==> src/rtl/lab_pkg.sv <==
// Shared definitions for the 2:1 select unit sweep: state encoding,
// vector geometry and the golden select function.
package lab_pkg;

    typedef enum logic [1:0] {
        ST_IDLE   = 2'd0,
        ST_SETTLE = 2'd1,
        ST_CHECK  = 2'd2,
        ST_DONE   = 2'd3
    } state_t;

    localparam int NUM_VEC = 8;
    localparam int VEC_W   = 3;

    // z = (c & b) | (a & ~c) with vec = {a,b,c}, c in the LSB
    function automatic logic mux_expect(input logic [VEC_W-1:0] vec);
        return vec[0] ? vec[1] : vec[2];
    endfunction

endpackage

==> src/rtl/mux_golden.sv <==
// Combinational reference model of the 2:1 select unit.
module mux_golden
    import lab_pkg::*;
(
    input  logic [VEC_W-1:0] vec,
    output logic             exp_z
);

    assign exp_z = mux_expect(vec);

endmodule

==> src/rtl/mux_sweep_ctrl.sv <==
// Walks all 8 input vectors through the external select unit, waits SETTLE
// cycles per vector, compares dut_z with the golden model and keeps
// pass/fail statistics plus the first failing vector.
module mux_sweep_ctrl
    import lab_pkg::*;
#(
    parameter int SETTLE = 1,
    parameter int CNT_W  = 4
) (
    input  logic             clk,
    input  logic             reset,
    input  logic             start,
    input  logic             abort,
    output logic [VEC_W-1:0] vec_o,
    input  logic             dut_z,
    output logic             busy,
    output logic             done,
    output logic             all_pass,
    output logic [CNT_W-1:0] pass_cnt,
    output logic [CNT_W-1:0] fail_cnt,
    output logic [VEC_W-1:0] first_fail_vec,
    output logic             first_fail_valid
);

    localparam logic [3:0]       SETTLE_LAST = 4'(SETTLE - 1);
    localparam logic [VEC_W-1:0] LAST_VEC    = VEC_W'(NUM_VEC - 1);

    state_t     state;
    logic [3:0] settle_cnt;
    logic       exp_z;
    logic       match;

    mux_golden u_golden (
        .vec   (vec_o),
        .exp_z (exp_z)
    );

    // Case equality so an X or Z from the unit counts as a mismatch
    assign match = (dut_z === exp_z);

    // Sweep sequencer; every output is registered here
    always_ff @(posedge clk or posedge reset) begin
        if (reset) begin
            state            <= ST_IDLE;
            settle_cnt       <= '0;
            vec_o            <= '0;
            busy             <= 1'b0;
            done             <= 1'b0;
            all_pass         <= 1'b0;
            pass_cnt         <= '0;
            fail_cnt         <= '0;
            first_fail_vec   <= '0;
            first_fail_valid <= 1'b0;
        end else begin
            done <= 1'b0;
            case (state)
                ST_IDLE: begin
                    // abort beats a simultaneous start
                    if (start && !abort) begin
                        pass_cnt         <= '0;
                        fail_cnt         <= '0;
                        all_pass         <= 1'b0;
                        first_fail_valid <= 1'b0;
                        first_fail_vec   <= '0;
                        vec_o            <= '0;
                        settle_cnt       <= '0;
                        busy             <= 1'b1;
                        state            <= ST_SETTLE;
                    end
                end
                ST_SETTLE: begin
                    if (abort) begin
                        busy  <= 1'b0;
                        state <= ST_IDLE;
                    end else if (settle_cnt == SETTLE_LAST) begin
                        state <= ST_CHECK;
                    end else begin
                        settle_cnt <= settle_cnt + 4'd1;
                    end
                end
                ST_CHECK: begin
                    if (abort) begin
                        // result of this sample is dropped
                        busy  <= 1'b0;
                        state <= ST_IDLE;
                    end else begin
                        if (match) begin
                            pass_cnt <= pass_cnt + CNT_W'(1);
                        end else begin
                            fail_cnt <= fail_cnt + CNT_W'(1);
                            if (!first_fail_valid) begin
                                first_fail_valid <= 1'b1;
                                first_fail_vec   <= vec_o;
                            end
                        end
                        if (vec_o == LAST_VEC) begin
                            busy  <= 1'b0;
                            done  <= 1'b1;
                            state <= ST_DONE;
                        end else begin
                            vec_o      <= vec_o + VEC_W'(1);
                            settle_cnt <= '0;
                            state      <= ST_SETTLE;
                        end
                    end
                end
                ST_DONE: begin
                    // fail_cnt already holds the last vector's result here
                    all_pass <= (fail_cnt == '0);
                    state    <= ST_IDLE;
                end
                default: state <= ST_IDLE;
            endcase
        end
    end

endmodule
==> config.mk <==
export PLATFORM = sky130hd
export DESIGN_NAME = mux_sweep_ctrl
export DESIGN_NICKNAME = d
export VERILOG_FILES = /design/src/rtl/lab_pkg.sv /design/src/rtl/mux_golden.sv /design/src/rtl/mux_sweep_ctrl.sv
export SDC_FILE = /design/constraint.sdc
export NUM_CORES = 1
export LEC_CHECK = 0
export BUFFER_PORTS_ARGS = -buffer_cell sky130_fd_sc_hd__buf_2
export CORE_MARGIN = 2
export CORE_UTILIZATION = 50
export DETAILED_ROUTE_END_ITERATION = 10
export PLACE_DENSITY_LB_ADDON = 0.2
export SETUP_SLACK_MARGIN = 0.3
export SLEW_MARGIN = 5
export SYNTH_ARGS = -nofsm -noshare
export SYNTH_HDL_FRONTEND = slang
export SYNTH_SLANG_ARGS = --single-unit
==> constraint.sdc <==
create_clock -name clk -period 5.2 [get_ports clk]
set_input_delay 0.26 -clock clk [delete_from_list [all_inputs] [get_ports clk]]
set_output_delay 0.26 -clock clk [all_outputs]
set_load 0.05 [all_outputs]
Word-level counts from Yosys, hierarchy flattened
Index checks and enable logic that the tools add are counted.
W data, S select, Z words.
{"block": "classes", "n_reduce_logical": 16, "n_addsub": 4, "n_eq_ne": 16, "mux": 40}
{"op": "$mux W4", "count": 9}
{"op": "$mux W3", "count": 6}
{"op": "$ne A2 B2 Y1 const B", "count": 9}
{"op": "$pmux W4 S2", "count": 2}
{"op": "$reduce_and A4 Y1", "count": 4}
{"op": "$add A4 B1 Y4 const B", "count": 3}
{"op": "$pmux W3 S2", "count": 2}
{"op": "$pmux W4 S3", "count": 1}
{"op": "$mux W1", "count": 11}
{"op": "$mux W2", "count": 5}
{"op": "$logic_not A4 Y1", "count": 2}
{"op": "$pmux W2 S4", "count": 1}
{"op": "$ne A3 B3 Y1 const B", "count": 2}
{"op": "$reduce_and A6 Y1", "count": 1}
{"op": "$reduce_and A5 Y1", "count": 1}
{"op": "$eq A2 B2 Y1 const B", "count": 2}
{"op": "$pmux W1 S2", "count": 2}
{"op": "$reduce_and A2 Y1", "count": 2}
{"op": "$reduce_bool A2 Y1", "count": 2}
{"op": "$add A3 B1 Y3 const B", "count": 1}
{"op": "$eq A3 B3 Y1 const B", "count": 1}
{"op": "$pmux W1 S3", "count": 1}
{"op": "$reduce_bool A3 Y1", "count": 1}
{"op": "$eq A2 B1 Y1 const B", "count": 1}
{"op": "4 further kinds", "count": 4}
{"block": "word_totals", "reg_bits": 24, "inputBits": 5, "elab_cells": 86, "out_inout_bits": 18}

Depth between registers and ports, before layout
Gate-level depths: netlist (run 1).
{"block": "logic_depth", "ltp_word": 5, "depth_mapped": 7, "mapped_depth_nobuf": 6}

Hierarchy
Synthesis (run 1) repeated with hierarchy kept, for this count alone.
{"block": "unflattened", "hier_cells": 147, "hier_area_um2": 1452.6}
{"mod": "mux_sweep_ctrl", "cells_per_inst": 146, "area_per_inst_um2": 1437.6, "n_inst": 1}
{"mod": "mux_golden", "cells_per_inst": 1, "area_per_inst_um2": 15.0, "n_inst": 1}

Worst setup path after synthesis (run 1)
Ideal clock, no wire load.
{"block": "synth_path", "path_type": "reg-to-reg", "from": "reg vec_o[0]", "to": "reg settle_cnt[2]", "path_buffers": 1, "slack_ns": 3.015, "synth_period_minus_slack_ns": 2.185, "path_stages_with_launch": 8, "arrival_time_ns": 2.064, "cell_sequence": "dfrtp_1 -> ha_1 -> ha_1 -> buf_2 -> a221oi_1 -> nand3_1 -> o21a_1 -> a31o_2"}
{"block": "synth_between", "elab_chain_len": 3}
{"item": "start: declaration", "line_no": "mux_sweep_ctrl.sv:14", "text": "output logic [VEC_W-1:0] vec_o,"}
{"item": "start signal: assignment", "line_no": "mux_sweep_ctrl.sv:101", "text": "vec_o <= vec_o + VEC_W'(1);"}
{"item": "$eq A3 B3 Y1", "line_no": "mux_sweep_ctrl.sv:96", "text": "if (vec_o == LAST_VEC) begin"}
{"item": "$ne A2 B2 Y1 (no source line)"}
{"item": "$reduce_and A6 Y1 (no source line)"}
{"item": "end signal: assignment", "line_no": "mux_sweep_ctrl.sv:78", "text": "settle_cnt <= settle_cnt + 4'd1;"}
{"item": "end: declaration", "line_no": "mux_sweep_ctrl.sv:29", "text": "logic [3:0] settle_cnt;"}
No other way between the ends.
A chain may end at the register's enable or synchronous reset.

Final worst setup path (run 1)
{"block": "layout_path", "from": "reg state[0]", "to": "reg pass_cnt[0]"}
{"block": "layout_between", "elab_chain_len": 3}
{"item": "start: declaration", "line_no": "mux_sweep_ctrl.sv:28", "text": "state_t state;"}
{"item": "start signal: assignment", "line_no": "mux_sweep_ctrl.sv:44", "text": "state <= ST_IDLE;"}
{"item": "start signal: assignment", "line_no": "mux_sweep_ctrl.sv:68", "text": "state <= ST_SETTLE;"}
{"item": "start signal: assignment", "line_no": "mux_sweep_ctrl.sv:74", "text": "state <= ST_IDLE;"}
{"item": "$eq A2 B2 Y1 or $logic_not A2 Y1 (tied branches)", "line_no": "mux_sweep_ctrl.sv:56", "text": "case (state)"}
{"item": "$ne A2 B2 Y1 (no source line) or $reduce_bool A2 Y1 (tied branches)"}
{"item": "$reduce_and A4 Y1 (no source line)"}
{"item": "end signal: assignment", "line_no": "mux_sweep_ctrl.sv:88", "text": "pass_cnt <= pass_cnt + CNT_W'(1);"}
{"item": "end: declaration", "line_no": "mux_sweep_ctrl.sv:19", "text": "output logic [CNT_W-1:0] pass_cnt,"}
Parallel ways exist; a longest one is shown, timed or not.

==> results of run 1 <==
## worst max-delay path by stage
stage	from	to	cells after the start
after floorplan	vec_o[0]$_DFFE_PP0P_	settle_cnt[2]$_DFFE_PP0P_	7
after global routing	state[0]$_DFFE_PP0P_	pass_cnt[0]$_DFFE_PP0P_	5
after global placement	state[0]$_DFFE_PP0P_	pass_cnt[0]$_DFFE_PP0P_	5
after CTS	state[0]$_DFFE_PP0P_	pass_cnt[0]$_DFFE_PP0P_	5
after detailed placement	state[0]$_DFFE_PP0P_	pass_cnt[0]$_DFFE_PP0P_	5
final	state[0]$_DFFE_PP0P_	pass_cnt[0]$_DFFE_PP0P_	5
## layer usage
| metal | GRT usage | routed length [µm] | up-vias |
|---|---|---|---|
| met3 | 0.02418 | 122 | 5 |
| met2 | 0.3242 | 1408 | 28 |
| met4 | 0.06645 | 37 | 0 |
| met1 | 0.2694 | 1449 | 574 |
| met5 | 0 | 0 | - |
| li1 | - | - | 597 |
## kinds of logic after synthesis
| logic type | Yosys count | share of synthesized area |
|---|---|---|
| XOR/XNOR | 1 | 0.005888 |
| AO/OA/AOI/OAI | 44 | 0.2103 |
| AND/OR/NAND/NOR | 44 | 0.1497 |
| flip-flops | 24 | 0.4037 |
| buffers and inverters | 18 | 0.04625 |
| adder cells (fa/ha/maj) | 14 | 0.1177 |
| multiplexers | 9 | 0.06645 |
## through the flow
step,std cells,utilization
global route,207,0.5956
CTS,207,0.5956
finish,207,0.5956
global placement,203,0.5825
detailed placement,203,0.5825
floorplan,154,-
## power breakdown
part / switching, mW / internal (mW)
sequential: 0.0452 / 0.224
clock: 0.0575 / 0.0428
combinational: 0.281 / 0.148
total: 0.384 / 0.415
## flip-flops by register name, indices dropped and copies added (netlist names)
signal,count
all_pass,1
busy,1
done,1
fail_cnt,4
first_fail_valid,1
first_fail_vec,3
pass_cnt,4
settle_cnt,4
state,2
vec_o,3
## cell type report
cell class / count / area, µm²
tap: 31 / 38.79
fill: 250 / 1125
multi-input combinational: 112 / 818.3
clock buffer: 4 / 36.28
inverter: 14 / 52.55
sequential: 24 / 600.6
timing repair buffer: 22 / 110.1
## cell usage after synthesis (2+ instances only)
library cell / count
o32ai_1: 2
nand3_1: 9
o31ai_1: 2
dfrtp_1: 24
a211oi_1: 2
a22o_1: 3
nand2b_1: 3
o311ai_1: 2
mux2i_1: 6
o21ai_0: 14
nor2b_1: 3
clkbuf_1: 3
nor2_1: 6
and2_1: 2
nand2_1: 14
a21oi_1: 3
or2_1: 2
ha_1: 14
mux2i_2: 2
inv_1: 14
a221o_1: 2
==> summary.md, run 1 <==
| Metric | Value |
|---|---|
| Clk sinks | 24 |
| Post-CTS sizing | 0 |
| Max Cap Violations | 0 |
| Slew @ Worst Pin | 894.2 ps |
| Unique masters post-synth | 43 |
| Die ar. | 3428 µm² |
| Die Ht | approximately 60 µm |
| CTS Buffer Depth | 2 |
| Layout area overhead | 11.35% |
| Top cells by area, synth | dfrtp_1 (40%), ha_1 (12%), o21ai_0 (4.7%), mux2i_1 (4.0%), inv_1 (3.5%) |
| Achievable Freq | between 0.4 and 0.5 GHz |
| Worst r2r src | state[0]$_DFFE_PP0P_ |
| Pwr dens | 482.5 nW/µm² |
| Worst-path clk slew | approximately 140 ps |
| Worst path bufs/invs | 1 |
| RSZ-0062 raised after global routing | no |
| Period minus WS final | ~2300 ps |
| Outcome | finished, final reports clean |
| Crit path DAT | 2510 ps |
| Ys flop type | dfrtp_1 |
| Clk_skew | approximately 9.5 ps |
| R2r setup slk | 2920 ps |
| Largest net degree at the start of global routing | 25 |
| Number of flops mapped to enable cells by yosys | 0 |
| Placement Setup Slack | 2929 ps |
| HPWL after detailed placement | 2211 µm |
| First-pass GRT wire length | around 5200 µm |
| Hold WC Path Type | input port to asynchronous set/reset pin |
| Initial Utilization | 0.5349 |
| NumNets Final | around 200 |
| Overflow after GRT | 0 |
| Final period util | 0.4386 |
| VDD IR max | 0.3361 mV |
| Core area | 2781 µm² |
| Die width | a little under 60 µm |
| Starting DRT DRC Count | 51 |
| TritonCTS Buffers | 3 |
| CP Launch Type | flip-flop |
| Layout cell share with drive strength beyond 1 | 0.1875 |
| WHS | 98.66 ps |
| Critical-path cell list | inv_1, ha_1, o211ai_1, a21oi_1, mux2_2 |
| Setup bufs post-CTS | 0 |
| Worst setup margin | 2919 ps |
| Pwr Total | 0.7993 mW |
| Setup CP Type | flip-flop to flip-flop |
| Synthesized Nets | 173 |
| Cell area after synthesis | 1488 µm² |
| Cell accounting for the most synthesized area | dfrtp_1 |
| GRT Util Overall | 0.1971 |
| Num rows | 19 |
| Worst-Skew Late Latency | 320 ps |
| Area post-placement | 1620 µm² |
| Slew margin rel. | 0.4032 |
| Mapped Cells | around 150 |
| Residual DRC | 0 |
| Root buf cell | clkbuf_4 |
| Most frequent cells in the layout | dfrtp_1 (24), buf_2 (22) |
| Fin. max-slew vios | 0 |
| Port buffer count | 22 |
| TritonCTS clock tree | yes |
| Drt wl/cell | 14.58 µm |
| Post-synth ARST share | 1.000 |
| Leakage Power | a little over 0.8 nW |
| FF-to-FF End | pass_cnt[0]$_DFFE_PP0P_ |
| Slowest cell on the critical path | ha_1 |
| CP endpoint kind | flip-flop |
| Required @ worst endpoint | 5430 ps |
| Synth top area share | 0.4037 |
| Finish-stage setup viols | 0 |
| Slowest stage delay, CP | around 490 ps |
| Htree depth | 1 |
| Final Cell Area | about 1700 µm² |
| Inserted Diodes | 0 |
| Number of vias in the routed layout | around 1200 |
| Yosys reg bits | 24 |
| Post-detailed-route count of antenna-violating nets | 0 |
| Drt pass-1 iters | 6 |
| I/O Pins | 23 |
| R2R depth | 5 |
| Post-Route WL | 3018 µm |
| Initial antenna violation count | 0 |
| Synth warn | 0 |
| Seq/Total Area, Yosys | 0.4037 |
| Setup_tns | 0 ps |
| Avg Cell Area, Syn | 9.660 µm² |
| Worst-path maximum fanout | 16 |
| Vias in the first global route | 1184 |
| Delay-heaviest family, CP | compound AO/OA/AOI/OAI gates |
| Most common cell after layout, fill and taps aside | dfrtp_1 |
| Final hold violation count | 0 |
| Via density | 5.816 |
| Hold buffers post-CTS | 0 |
| RePlAce Congestion | 0.8204 |
Note: power is estimated with default switching activity, not from simulation.
==> run 2: changes to the inputs <==
==> constraint.sdc (replaced) <==
create_clock -name clk -period 1.9 [get_ports clk]
set_input_delay 0.095 -clock clk [delete_from_list [all_inputs] [get_ports clk]]
set_output_delay 0.095 -clock clk [all_outputs]
set_load 0.05 [all_outputs]
==> summary.md, run 2 (same netlist as run 1, synthesis figures left out) <==
| Metric | Value |
|---|---|
| Outcome | finished, final reports clean |
| Worst-Skew Late Latency | 340 ps |
| Residual DRC | 0 |
| Max Cap Violations | 0 |
| Slew margin rel. | 0.6040 |
| Setup CP Type | flip-flop to flip-flop |
| Port buffer count | 22 |
| Most frequent cells in the layout | buf_4 (26), buf_2 (22), dfrtp_1 (20) |
| Number of vias in the routed layout | 1371 |
| HPWL after detailed placement | 2450 µm |
| Layout area overhead | 43.06% |
| Inserted Diodes | 0 |
| Via density | around 5.8 |
| Final hold violation count | 0 |
| Core area | 2781 µm² |
| Layout cell share with drive strength beyond 1 | 0.4660 |
| Overflow after GRT | 0 |
| Final period util | 0.9260 |
| Setup_tns | 0 ps |
| Worst-path maximum fanout | 7 |
| CP Launch Type | flip-flop |
| Crit path DAT | 1990 ps |
| Starting DRT DRC Count | 49 |
| Critical-path cell list | inv_4, ha_4, o211ai_1, a21oi_2, mux2_4 |
| VDD IR max | 1.088 mV |
| Num rows | 19 |
| I/O Pins | 23 |
| Die width | 58.55 µm |
| Drt pass-1 iters | 4 |
| Clk_skew | 11.80 ps |
| Root buf cell | clkbuf_4 |
| Internal | 1.661 mW |
| Vias in the first global route | 1349 |
| Initial Utilization | 0.5349 |
| Pwr dens | 1438 nW/µm² |
| Post-detailed-route count of antenna-violating nets | 0 |
| Finish-stage setup viols | 0 |
| Hold WC Path Type | input port to flip-flop |
| Die ar. | 3428 µm² |
| Switching pwr | 1.399 mW |
| Initial antenna violation count | 0 |
| Drt wl/cell | around 16 µm |
| Slowest stage delay, CP | 510 ps |
| NumNets Final | approximately 230 |
| Biggest regs | fail_cnt x4, pass_cnt x4, settle_cnt x4 |
| Most common cell after layout, fill and taps aside | buf_4 |
| Clk pwr share | 0.092 |
| Htree depth | 1 |
| TritonCTS Buffers | 3 |
| Clk sinks | 24 |
| Period minus WS final | roughly 1800 ps |
| Part of the power in combinational logic | 0.661 |
| TritonCTS clock tree | yes |
| RSZ-0062 raised after global routing | yes |
| Achievable Freq | 0.5684 GHz |
| Slowest cell on the critical path | o211ai_1 |
| GRT Util Overall | 0.2493 |
| RePlAce Congestion | 0.8228 |
| Post-Place Cells | 210 |
| First-pass GRT wire length | 6348 µm |
| CTS Buffer Depth | 2 |
| Sw Share | 0.4572 |
| Final core utilization | 0.7652 |
| Leakage Power | 1.010 nW |
| Die Ht | approximately 60 µm |
| Worst-path clk slew | 140 ps |
| Fin. max-slew vios | 0 |
| Required @ worst endpoint | roughly 2100 ps |
| Post-Route WL | approximately 3900 µm |
| CP endpoint kind | flip-flop |
| Largest net degree at the start of global routing | 15 |
| Slew @ Worst Pin | 591.4 ps |
| Fin cells | around 240 |
| Seq pwr share | 0.247 |
[run 2: cell types whose count changed in the layout (fill, tap and decap cells not counted), moves of 4 or more]
cell     change
o21ai_0      -8
o21ai_1      +6
ha_4         +5
dfrtp_1      -4
ha_1         -7
dfrtp_2      +4
buf_4       +26
[run 2: per-layer routing]
metal  track usage  wire [µm]
met1        0.3168       1694
met2        0.4157       1948
met3       0.03077        126
met4        0.1296         81
met5             0          0
[run 2: power groups by stage]
| stage | Clock, mW | Sequential (mW) | Combinational, mW |
|---|---|---|---|
| 4_1_cts | 0.284 | 0.740 | 1.78 |
| 6_report | 0.283 | 0.756 | 2.02 |
| 2_1_floorplan | 0 | 0.972 | 0.775 |
| 3_3_place_gp | 0 | 0.754 | 1.29 |
| 5_1_grt | 0.306 | 0.766 | 2.18 |
| 3_5_place_dp | 0 | 0.764 | 1.32 |
[run 2: worst paths after layout]
check | startpoint | to | slack (ps) | depth (start not counted)
max in group asynchronous | reset | state[1]$_DFFE_PP0P_ | 1000 | 4
min reg2reg | pass_cnt[3]$_DFFE_PP0P_ | pass_cnt[3]$_DFFE_PP0P_ | 510 | 1
max | state[1]$_DFFE_PP0P_ | pass_cnt[0]$_DFFE_PP0P_ | 140 | 5
max reg2reg | state[1]$_DFFE_PP0P_ | pass_cnt[0]$_DFFE_PP0P_ | 140 | 5
min | abort | done$_DFF_PP0_ | 230 | 3
min in group asynchronous | reset | vec_o[0]$_DFFE_PP0P_ | 330 | 3
[run 2: cell type report]
type,count,area [µm²]
inverters,14,60.06
multi-input cells,112,1039
repair buffers,52,349.1
flip-flops and latches,24,605.6
well taps,31,38.79
fillers,187,653.1
clock buffers,4,36.28
[run 2: critical path, delay by kind of cell (launching register included)]
family                     cells  cell delay (ps)
AOI/OAI and AO/OA              2              620
DFF                            1              460
adders and majority gates      1              180
muxes                          1              320
buffers and inverters          1               70
[run 2: metrics by stage]
| step | total power, mW | area (µm²) | hold slack [ps] | setup WS [ps] |
|---|---|---|---|---|
| floorplan | 1.747 | 1569 | 109.4 | 0.2593 |
| global placement | 2.039 | 1738 | 170.2 | 71.44 |
| detailed placement | 2.087 | 1738 | 179.3 | 55.42 |
| CTS | 2.802 | 2016 | 226.2 | 171.8 |
| global route | 3.247 | 2128 | 256.1 | 57.09 |
| finish | 3.060 | 2128 | 233.0 | 140.6 |
[run 2: what timing repair did]
item                                    4_1_cts  5_1_grt
pin swaps                                    12        9
buffers inserted                             18        4
endpoints found under the hold margin        13        0
endpoints found under the setup margin       22       22
gates resized for setup                      25       21
hold buffers                                  1        0
